--- config.mk ---
export PLATFORM = sky130hd
export DESIGN_NAME = button_debounce
export DESIGN_NICKNAME = d
export VERILOG_FILES = /design/src/rtl/button_debounce.sv
export SDC_FILE = /design/constraint.sdc
export NUM_CORES = 1
export LEC_CHECK = 0
export CORE_UTILIZATION = 50
export DETAILED_ROUTE_END_ITERATION = 10
export PLACE_DENSITY = 0.76
export SLEW_MARGIN = 20
export SYNTH_ARGS = -nofsm -noshare
export SYNTH_HDL_FRONTEND = slang
export SYNTH_SLANG_ARGS = --single-unit
--- constraint.sdc ---
create_clock -name clock -period 3.2 [get_ports clock]
set_input_delay 0.64 -clock clock [delete_from_list [all_inputs] [get_ports clock]]
set_output_delay 0.64 -clock clock [all_outputs]
set_load 0.02 [all_outputs]
--- src/rtl/button_debounce.sv ---
// button_debounce: two-flop synchroniser followed by a stability-qualifying
// FSM. A new button level is accepted only after an unbroken run of
// DEBOUNCE_CYCLES cycles. Outputs keep the board's active-low convention.
module button_debounce #(
  parameter int DEBOUNCE_CYCLES = 500000,
  parameter int COUNT_WIDTH     = 20
) (
  input  logic clock,
  input  logic reset,
  input  logic button_raw,
  output logic button_out,
  output logic settling
);

  typedef enum logic [1:0] {
    STABLE_HIGH = 2'b00,
    CHECK_LOW   = 2'b01,
    STABLE_LOW  = 2'b10,
    CHECK_HIGH  = 2'b11
  } state_t;

  // Truncated to the counter width; the legal parameter range keeps this exact.
  localparam logic [COUNT_WIDTH-1:0] COUNT_LAST = COUNT_WIDTH'(DEBOUNCE_CYCLES - 1);

  logic                   sync1_reg;
  logic                   sync2_reg;
  state_t                 state_reg;
  state_t                 state_next;
  logic [COUNT_WIDTH-1:0] count_reg;
  logic [COUNT_WIDTH-1:0] count_next;

  // Two-flop synchroniser; the idle level 1 is loaded on reset.
  always_ff @(posedge clock) begin
    if (!reset) begin
      sync1_reg <= 1'b1;
      sync2_reg <= 1'b1;
    end else begin
      sync1_reg <= button_raw;
      sync2_reg <= sync1_reg;
    end
  end

  // State and stability counter registers.
  always_ff @(posedge clock) begin
    if (!reset) begin
      state_reg <= STABLE_HIGH;
      count_reg <= '0;
    end else begin
      state_reg <= state_next;
      count_reg <= count_next;
    end
  end

  // Next-state logic: any bounce during a check falls back to the stable
  // state, so only an unbroken run of the new level is accepted.
  always_comb begin
    state_next = state_reg;
    count_next = '0;
    case (state_reg)
      STABLE_HIGH: begin
        if (!sync2_reg) state_next = CHECK_LOW;
      end
      CHECK_LOW: begin
        if (sync2_reg) begin
          state_next = STABLE_HIGH;
        end else if (count_reg == COUNT_LAST) begin
          state_next = STABLE_LOW;
        end else begin
          count_next = count_reg + COUNT_WIDTH'(1);
        end
      end
      STABLE_LOW: begin
        if (sync2_reg) state_next = CHECK_HIGH;
      end
      CHECK_HIGH: begin
        if (!sync2_reg) begin
          state_next = STABLE_LOW;
        end else if (count_reg == COUNT_LAST) begin
          state_next = STABLE_HIGH;
        end else begin
          count_next = count_reg + COUNT_WIDTH'(1);
        end
      end
      default: begin
        state_next = STABLE_HIGH;
        count_next = '0;
      end
    endcase
  end

  // Moore outputs decoded from the state alone, so the raw pin never glitches them.
  always_comb begin
    button_out = 1'b1;
    settling   = 1'b0;
    case (state_reg)
      STABLE_HIGH: begin
        button_out = 1'b1;
        settling   = 1'b0;
      end
      CHECK_LOW: begin
        button_out = 1'b1;
        settling   = 1'b1;
      end
      STABLE_LOW: begin
        button_out = 1'b0;
        settling   = 1'b0;
      end
      CHECK_HIGH: begin
        button_out = 1'b0;
        settling   = 1'b1;
      end
      default: begin
        button_out = 1'b1;
        settling   = 1'b0;
      end
    endcase
  end

endmodule

==> results.cfg <==
[status]
outcome = complete, no violations

[yosys]
synth_seq_area_share_pct = 45.3
synth.most_common_cell = dfxtp_1
ys_top_cells_by_count = 24 x dfxtp_1, 20 x nor2_1, 14 x xnor2_1
ys_warn_count = 0
synth.avg_cell_area_um2 = 8.63
postSynth.asyncResetShare_pct = 0
synth_area_um2 = 1060
synthFlopType = dfxtp_1
yosysTopAreaCell = dfxtp_1
synthCells = 123
synth_cell_types = 29
synthTopCellsByArea = dfxtp_1 45%, xnor2_1 12%, nor2_1 7.1%, nand3_1 3.3%, nor4_1 2.9%
synth-edff-count = 0
synth.ff_latch_count = 24
synth_top_area_share_pct = 45.3
synth_nets = 127

[route]
drc = 0
vias_per_cell = 5.48
drt-pass1-iter-count = 4
vias = 844
final_antenna_net_count = 0
routed_wl_mm = 1.73
drt_iter0_markers = 13
wire_per_inst_um = 11.2

[cts]
cts_buffer_depth = 2
cts.clk_slew.worst_paths_ps = 110
postCtsHoldBufs = 0
cts_tree = done
cts_resized = 0
cts_made_buffers = 3
htreeDepth = 1
clock_latency_ps = 290
cts.sinks = 24
cts_root_buf = clkbuf_4
cts_setup_buffers = 0

[cells_and_area]
nNetsFinal = 133
area_delta_synth_final_pct = 8.14
nFillCells = 182
fin_area_um2 = 1150
layout-drive-gt1-share_pct = 7.09
largest_reg_flops = 20
diodes = 0

[grt]
grt-ovfl-total = 0
track_usage_pct = 18.7
grt_pass1_wl_mm = 2.98
grt_pass1_vias = 730
grt_max_degree = 21
grt_antenna_before_repair = 0

[power]
pwr-share-comb_pct = 1.6
power_density_nw_per_um2 = 374
swShare_pct = 18.8
seq_power_share_pct = 70.2
p_switching_uw = 80.4
p_int_uw = 348
clkPwrFrac_pct = 28.2
leakage_nw = 0.322
ir_drop_uv = 241
finalPower_uw = 429

[placement]
post-dp-hpwl_mm = 1.26
port_buffers = 4
place.gp.congestion = 0.825
placed_cell_area_um2 = 1120
pre_cts_ws_ps = 1260

[floorplanning]
die_area_um2 = 2310
start_util_pct = 53.5
core_um2 = 1980
die_width_um = 48.1
ios = 5
die_h_um = 48.1
fp-row-count = 16

[timing]
tns_ps = 0
fin_ws_ps = 1220
fmax_ghz = 0.506
setup_viol_count_final = 0
tightest_slew_ps = 355
post-route-min-period_ps = 1980
slew_headroom_pct = 76.1
fin_crit_sh_pct = 61.7
fin_skew_ps = 2.70
hold_viol_final = 0
slew_viol_final = 0
rsz0062_at_grt = false

[setup_path]
crit_path_start_kind = register
required_ps = 3440
crit_fanout = 8
cp.arrival_ps = 2210
endpoint_kind = register
criticalPathCategory = register to register

[worst_hold_path]
hold_path.class = register to register

[run]
max_cap_viol_count = 0
-- critical path, cell delays in order, from the launching register on --
cell and delay, ps:
dfxtp_1 410, ha_1 250, nand4_2 210, or4_1 580
or3_1 340, a21oi_2 130
-- cells in the final DEF, fill, tap and decap left out, types with 2 or more instances in the layout --
master / n
inv_1: 7
o31ai_1: 2
nand4_2: 2
nor2_1: 20
a21oi_1: 3
or4_1: 3
dfxtp_1: 24
or3_1: 3
nand4_1: 4
nor3_1: 4
nand3_1: 7
nand2_1: 6
nor4_1: 5
xnor2_1: 14
nand2b_1: 2
clkdlybuf4s50_1: 4
clkbuf_4: 3
o21ai_0: 2
-- metrics by stage --
stage / utilization, % / instances / hold WS, ps
global route: 57.9 / 154 / 459
finish: 57.9 / 154 / 424
detailed placement: 56.8 / 151 / 399
CTS: 57.9 / 154 / 431
global placement: 56.8 / 151 / 389
floorplan: - / 123 / 386
-- metal layers --
metal	track usage [%]	share of wire, %	vias to the layer above
met5	0	0	-
met4	8.89	0.75	0
met3	4.53	3.4	2
met2	28.9	47	13
met1	24.4	48	398
li1	-	-	431
-- cell families (layout without fill, tap and decap cells) --
| logic type | after synthesis | after routing | share of synthesized area, % |
|---|---|---|---|
| xor gates and xnor gates | 15 | 15 | 12.4 |
| DFF | 24 | 24 | 45.3 |
| AOI/OAI and AO/OA | 11 | 11 | 6.60 |
| buffers and inverters | 11 | 15 | 4.13 |
| and+or+nand+nor | 61 | 61 | 30.4 |
| adders and majority gates | 1 | 1 | 1.18 |
-- area by class of cell --
| class | count | area (um^2) | share of cell area, % |
|---|---|---|---|
| flip-flops and latches | 24 | 480 | 41.9 |
| clock buffers | 3 | 22.5 | 1.96 |
| inverters | 7 | 26.3 | 2.29 |
| repair buffers | 5 | 47.5 | 4.14 |
| multi-input cells | 88 | 537 | 46.8 |
| well taps | 27 | 33.8 | 2.94 |
-- power groups by stage --
stage / combinational, mW / clock, mW / sequential [mW]
3_5_place_dp: 0.00707 / 0 / 0.308
2_1_floorplan: 0.00325 / 0 / 0.308
6_report: 0.00692 / 0.121 / 0.301
4_1_cts: 0.00705 / 0.130 / 0.301
5_1_grt: 0.00761 / 0.141 / 0.301
3_3_place_gp: 0.00678 / 0 / 0.308
-- worst paths after layout --
check / startpoint / to / slack [ps] / depth (start not counted)
setup / recovery: count_reg[0] / count_reg[18] / 1220 / 5
hold reg to reg: sync1_reg / sync2_reg / 420 / 1
hold / removal: sync1_reg / sync2_reg / 420 / 1
setup reg to reg: count_reg[0] / count_reg[18] / 1220 / 5
No activity file was read; power rests on OpenSTA's default activity.
